==> config.mk <==
export PLATFORM = sky130hd
export DESIGN_NAME = pushbutton_debouncer_mc
export DESIGN_NICKNAME = d
export VERILOG_FILES = /design/src/rtl/pushbutton_debouncer_mc.sv
export SDC_FILE = /design/constraint.sdc
export NUM_CORES = 1
export LEC_CHECK = 0
export BUFFER_PORTS_ARGS = -buffer_cell sky130_fd_sc_hd__buf_2
export CAP_MARGIN = 20
export CORE_UTILIZATION = 65
export DETAILED_ROUTE_END_ITERATION = 8
export PLACE_DENSITY_LB_ADDON = 0.3
export SLEW_MARGIN = 20
export SYNTH_ARGS = -nofsm -noshare
export SYNTH_HDL_FRONTEND = slang
export SYNTH_SLANG_ARGS = --single-unit
export TNS_END_PERCENT = 1
==> constraint.sdc <==
create_clock -name clk_i -period 5.1 [get_ports clk_i]
set_input_delay 0 -clock clk_i [delete_from_list [all_inputs] [get_ports clk_i]]
set_output_delay 0 -clock clk_i [all_outputs]
set_load 0.1 [all_outputs]
==> src/rtl/pushbutton_debouncer_mc.sv <==
// Multi-channel button debouncer: 2-FF sync, per-channel debounce against cfg_deb_i,
// press/release strobes and long-press detection on a shared prescaled tick.
module pushbutton_debouncer_mc #(
    parameter int CH      = 4,
    parameter int CW      = 16,
    parameter int ACT_LOW = 1,
    parameter int PRE_W   = 16,
    parameter int LW      = 8
) (
    input  logic          clk_i,
    input  logic          rst_i,
    input  logic [CH-1:0] dat_i,
    input  logic [CH-1:0] en_i,
    input  logic [CW-1:0] cfg_deb_i,
    input  logic [LW-1:0] cfg_long_i,
    output logic [CH-1:0] state_o,
    output logic [CH-1:0] down_o,
    output logic [CH-1:0] up_o,
    output logic [CH-1:0] long_o,
    output logic [CH-1:0] held_o
);

    logic [CH-1:0]          raw;
    logic [CH-1:0]          s0_q, s1_q;
    logic [CH-1:0]          state_q, state_d;
    logic [CH-1:0]          down_q, down_d, up_q, up_d;
    logic [CH-1:0]          long_q, long_d, held_q, held_d;
    logic [CH-1:0][CW-1:0]  cnt_q, cnt_d;
    logic [CH-1:0][LW-1:0]  hold_q, hold_d;
    logic [PRE_W-1:0]       pre_q;
    logic                   tick;
    logic                   long_en;

    assign raw     = (ACT_LOW != 0) ? ~dat_i : dat_i;
    assign tick    = &pre_q;
    assign long_en = (cfg_long_i != '0);

    always_comb begin
        state_d = state_q;
        cnt_d   = cnt_q;
        hold_d  = hold_q;
        down_d  = '0;
        up_d    = '0;
        long_d  = '0;
        held_d  = '0;
        for (int n = 0; n < CH; n++) begin
            if (!en_i[n]) begin
                state_d[n] = 1'b0;
                cnt_d[n]   = '0;
                hold_d[n]  = '0;
            end else begin
                // >= compare lets a lowered threshold take effect on an in-flight count
                if (state_q[n] == s1_q[n]) begin
                    cnt_d[n] = '0;
                end else if (cnt_q[n] >= cfg_deb_i) begin
                    state_d[n] = ~state_q[n];
                    cnt_d[n]   = '0;
                    down_d[n]  = ~state_q[n];
                    up_d[n]    = state_q[n];
                end else begin
                    cnt_d[n] = cnt_q[n] + CW'(1);
                end

                if (!state_q[n]) begin
                    hold_d[n] = '0;
                end else if (tick && (hold_q[n] != '1)) begin
                    hold_d[n] = hold_q[n] + LW'(1);
                    long_d[n] = long_en && state_d[n] && (hold_d[n] == cfg_long_i);
                end
                held_d[n] = state_d[n] && long_en && (hold_d[n] >= cfg_long_i);
            end
        end
    end

    always_ff @(posedge clk_i) begin
        if (rst_i) begin
            s0_q    <= '0;
            s1_q    <= '0;
            state_q <= '0;
            cnt_q   <= '0;
            hold_q  <= '0;
            pre_q   <= '0;
            down_q  <= '0;
            up_q    <= '0;
            long_q  <= '0;
            held_q  <= '0;
        end else begin
            s0_q    <= raw;
            s1_q    <= s0_q;
            state_q <= state_d;
            cnt_q   <= cnt_d;
            hold_q  <= hold_d;
            pre_q   <= pre_q + PRE_W'(1);
            down_q  <= down_d;
            up_q    <= up_d;
            long_q  <= long_d;
            held_q  <= held_d;
        end
    end

    assign state_o = state_q;
    assign down_o  = down_q;
    assign up_o    = up_q;
    assign long_o  = long_q;
    assign held_o  = held_q;

endmodule

Word-level counts from Yosys, hierarchy flattened
Index checks and enable logic that the tools add are counted.
{"block": "op_classes", "n_lt_le_gt_ge": 8, "add_sub_neg": 9, "n_reduce_logical": 34, "bitwise_logic": 17, "eq_ne": 12, "mux": 24}
{"op": "$mux W8", "n": 12}
{"op": "$add A16 B1 Y16 const B", "n": 5}
{"op": "$ge A16 B16 Y1", "n": 4}
{"op": "$reduce_or A4 Y1", "n": 12}
{"op": "$add A8 B1 Y8 const B", "n": 4}
{"op": "$eq A8 B8 Y1", "n": 4}
{"op": "$ge A8 B8 Y1", "n": 4}
{"op": "$ne A8 B8 Y1 const B", "n": 4}
{"op": "$logic_and A1 B1 Y1", "n": 16}
{"op": "$not A1 Y1", "n": 16}
{"op": "$reduce_and A16 Y1", "n": 1}
{"op": "$mux W1", "n": 12}
{"op": "$reduce_bool A8 Y1", "n": 1}
{"op": "$reduce_or A2 Y1", "n": 4}
{"op": "$eq A1 B1 Y1", "n": 4}
{"op": "$not A4 Y4", "n": 1}
{"block": "totals", "reg_bits": 140, "wordCells": 135, "in_bits": 34}

Depth between registers and ports, before layout
{"block": "depth", "depth_word": 7, "ltp_mapped": 15, "ltp_nobuf": 14}

Worst setup path before layout
No wires, ideal clock.
{"block": "synth_path", "path_kind": "flip-flop to flip-flop", "from": "register pre_q[0]", "to": "register held_q[3] (netlist: held_o[3])", "stages_incl_launch_ff": 16, "t_arrival_ns": 2.908, "path_slack_ns": 2.059, "path_cell_list": "dfxtp_1 > ha_1 > nand3_4 > or4_1 > clkbuf_1 > a31oi_2 > nand2_1 > xor2_1 > nor2b_1 > ha_1 > a21o_1 > a21oi_1 > o21ai_0 > a21o_1 > a21oi_1 > nor4_1"}
{"block": "synth_via", "elab_chain_len": 7}
{"item": "start, declared", "line_no": "30", "rtl": "logic [PRE_W-1:0] pre_q;"}
{"item": "start signal, assigned", "line_no": "93", "rtl": "pre_q <= pre_q + PRE_W'(1);"}
{"item": "$reduce_and A16 Y1", "line_no": "35", "rtl": "assign tick = &pre_q;"}
{"item": "$logic_and A1 B1 Y1", "line_no": "66", "rtl": "end else if (tick && (hold_q[n] != '1)) begin"}
{"item": "$mux W8", "line_no": "66"}
{"item": "$mux W8", "line_no": "64", "rtl": "if (!state_q[n]) begin"}
{"item": "$mux W8", "line_no": "47", "rtl": "if (!en_i[n]) begin"}
{"item": "$ge A8 B8 Y1", "line_no": "70", "rtl": "held_d[n] = state_d[n] && long_en && (hold_d[n] >= cfg_long_i);"}
{"item": "$logic_and A1 B1 Y1", "line_no": "70"}
{"item": "end signal, assigned", "line_no": "97", "rtl": "held_q <= held_d;"}
{"item": "end, declared", "line_no": "27", "rtl": "logic [CH-1:0] long_q, long_d, held_q, held_d;"}
Every way passes these cells. The select of a mux whose other input is x is not followed.
A chain may end at the register's enable or synchronous reset.

Worst setup path after layout
Ends and elaborated chain as after synthesis.

==> results.cfg <==
[synthesis]
seq_area_frac_synth = 0.326
synth_nets = 1151
synth.area.top_cells = dfxtp_1, ha_1, xor2_1
yosys.area.top_type = dfxtp_1
synthCells = 1012
async_reset_ff_frac = 0
ys_types = 57
ys_ff_latch = 140
yosys-top-cells-count = nor2_1, dfxtp_1, ha_1
synth_flop_cell = dfxtp_1
netlist_area_um2 = 8590
syn_avg_cell_area_um2 = 8.49
synth_top_area_share = 0.326
synthMostInstantiatedCell = nor2_1
ys_warn_count = 0
synth_edf_count = 0

[sta]
setup_violations = 0
fin_crit_ns = 3.45
hold_viol_final = 0
fin_skew_ns = 0.00729
rsz0062_at_grt = false
setup_ws_ns = 1.65
worst_pin_slew_ns = 0.780
slew_headroom = 0.478
drv_slew = 0
fmax_ghz = 0.290
tns_ns = 0
min_period_over_period = 0.676

[floorplanning]
fp.dieH_um = 117
ios = 54
num_rows = 41
initial_utilization = 0.673
dieArea_um2 = 13700
die_w_um = 117
coreArea_um2 = 12800

[layout]
fillCellCount = 928
drive_gt1_frac = 0.0996
areaGrowthSynthToFinish_pct = 11.8
nNetsFinal = 1200
n_antenna_cell = 0
final_core_util = 0.752

[grt]
grtUsageMet1 = 0.357
met2_usage = 0.532
grt_util_all_layers = 0.307
use_met3 = 0.0721
gr-total-overflow = 0
grt_pass1_wl_mm = 32.1
antenna_found_initial = 0
first_global_vias = 6721
grt_max_degree = 30
top_usage_layer = met2

[worst_setup_path]
worst_setup_path_start_kind = register
crit_required_ns = 5.38
cp_data_arrival_time_ns = 3.73
cp_max_fo = 6
path_class = reg -> reg
end_kind = register

[place]
place_congestion = 0.937
pre_cts_slack_ns = 1.72
port_buffers = 53
hpwl_mm = 14.4

[drt]
detail-route-antenna-nets = 0
vias = 7222
detail_route.wl_per_cell_um = 16.0
dr.pass1.iters = 5
drt_iter0_markers = 432
drc = 0
vias_per_cell = 5.80
wl_mm = 20.0

[hold_path]
hp-class = in -> reg

[clock_tree]
post_cts_resized = 0
cts_tree = done
clock-sinks = 140
cts_htree_levels = 4
clock_path_buffers = 2
numCtsBuffers = 17
clk_latency_ns = 0.43
clkTransAtPathRegs_ns = 0.06
cts-root-buf = clkbuf_16

[power_and_ir_drop]
p_per_area_nw_per_um2 = 263
p_leak_nw = 4.02
vdd_drop_max_uv = 227

[status]
status = complete, no violations

[job]
cap_violations = 0
routing by layer:
layer,wire (um),vias to the layer above
met5,0,-
met4,865,0
met3,934,71
met2,9670,224
met1,8530,3322
li1,-,3605
worst max-delay path, cell delays in order, from the launching register on:
cell and delay, ns:
dfxtp_1 0.37, ha_1 0.25, nand3_4 0.12, or4_1 0.71
a31oi_2 0.42, xor2_1 0.23, nand2_1 0.08, ha_1 0.27
nand2b_1 0.13, a211oi_1 0.21, o21ai_0 0.12, a21o_1 0.18
a21oi_1 0.14, nor4_1 0.06
cell usage in the layout, fill, tap and decap left out, types with 6 or more instances in the layout:
master	count
ha_1	105
inv_1	50
dfxtp_1	140
and3_1	23
and2_1	6
clkbuf_16	17
nand4_1	28
nor2b_1	25
a31oi_1	6
xnor2_1	56
a21o_1	14
nor3_1	28
nand2b_1	11
o211ai_1	6
a21oi_1	39
nand2_1	66
o21ai_0	23
buf_2	53
nand3_1	46
nor2_1	153
xor2_1	75
registers in the layout, summed over array words and instances, names as in the netlist:
signal,count
state_o,4
s0_q,4
up_o,4
pre_q,16
down_o,4
held_o,4
long_o,4
cnt_q,64
s1_q,4
hold_q,32
power by group:
group | leakage, nW | internal [mW] | total (mW) | switching (mW)
Combinational | 2.59 | 0.0517 | 0.133 | 0.0816
Clock | 0.296 | 0.797 | 1.29 | 0.496
Sequential | 1.13 | 1.10 | 1.10 | 0.00451
Total | 4.02 | 1.95 | 2.53 | 0.582
final timing paths:
kind	depth (start not counted)	start	end	slack [ns]
max	13	pre_q[0]	held_o[3]	1.65
min	4	en_i[1]	down_o[1]	0.02
max reg2reg	13	pre_q[0]	held_o[3]	1.65
min reg2reg	1	s0_q[0]	s1_q[0]	0.45
cell families after synthesis:
family | count (synthesis) | synth area share
AO/OA/AOI/OAI | 122 | 0.0925
XOR/XNOR | 131 | 0.134
adder cells (fa/ha/maj) | 105 | 0.153
buffers and inverters | 78 | 0.0370
flip-flops | 140 | 0.326
multiplexers | 11 | 0.0141
AND/OR/NAND/NOR | 425 | 0.244
area by class of cell:
class	count	area, um2	share of cell area
Clock buffer	19	453	0.0471
Clock inverter	13	163	0.0169
Inverter	50	188	0.0195
Multi-Input combinational cell	794	5470	0.569
Sequential cell	140	2800	0.292
Tap cell	172	215	0.0224
Timing Repair Buffer	58	315	0.0328
through the flow:
step / instance area (um2) / std cells / power (mW) / hold slack, ns
2_1_floorplan: 8590 / 1012 / 1.21 / 0.0667
3_3_place_gp: 8940 / 1209 / 1.25 / 0.154
3_5_place_dp: 8940 / 1209 / 1.26 / 0.155
4_1_cts: 9610 / 1246 / 2.54 / 0.0188
5_1_grt: 9610 / 1246 / 2.61 / 0.0325
6_report: 9610 / 1246 / 2.53 / 0.0153
what timing repair did:
| action | CTS | global route |
|---|---|---|
| hold buffers | 5 | 0 |
| hold endpoints to repair | 7 | 0 |
| setup buffers | 0 | 0 |
(Power assumes the default switching activity.)
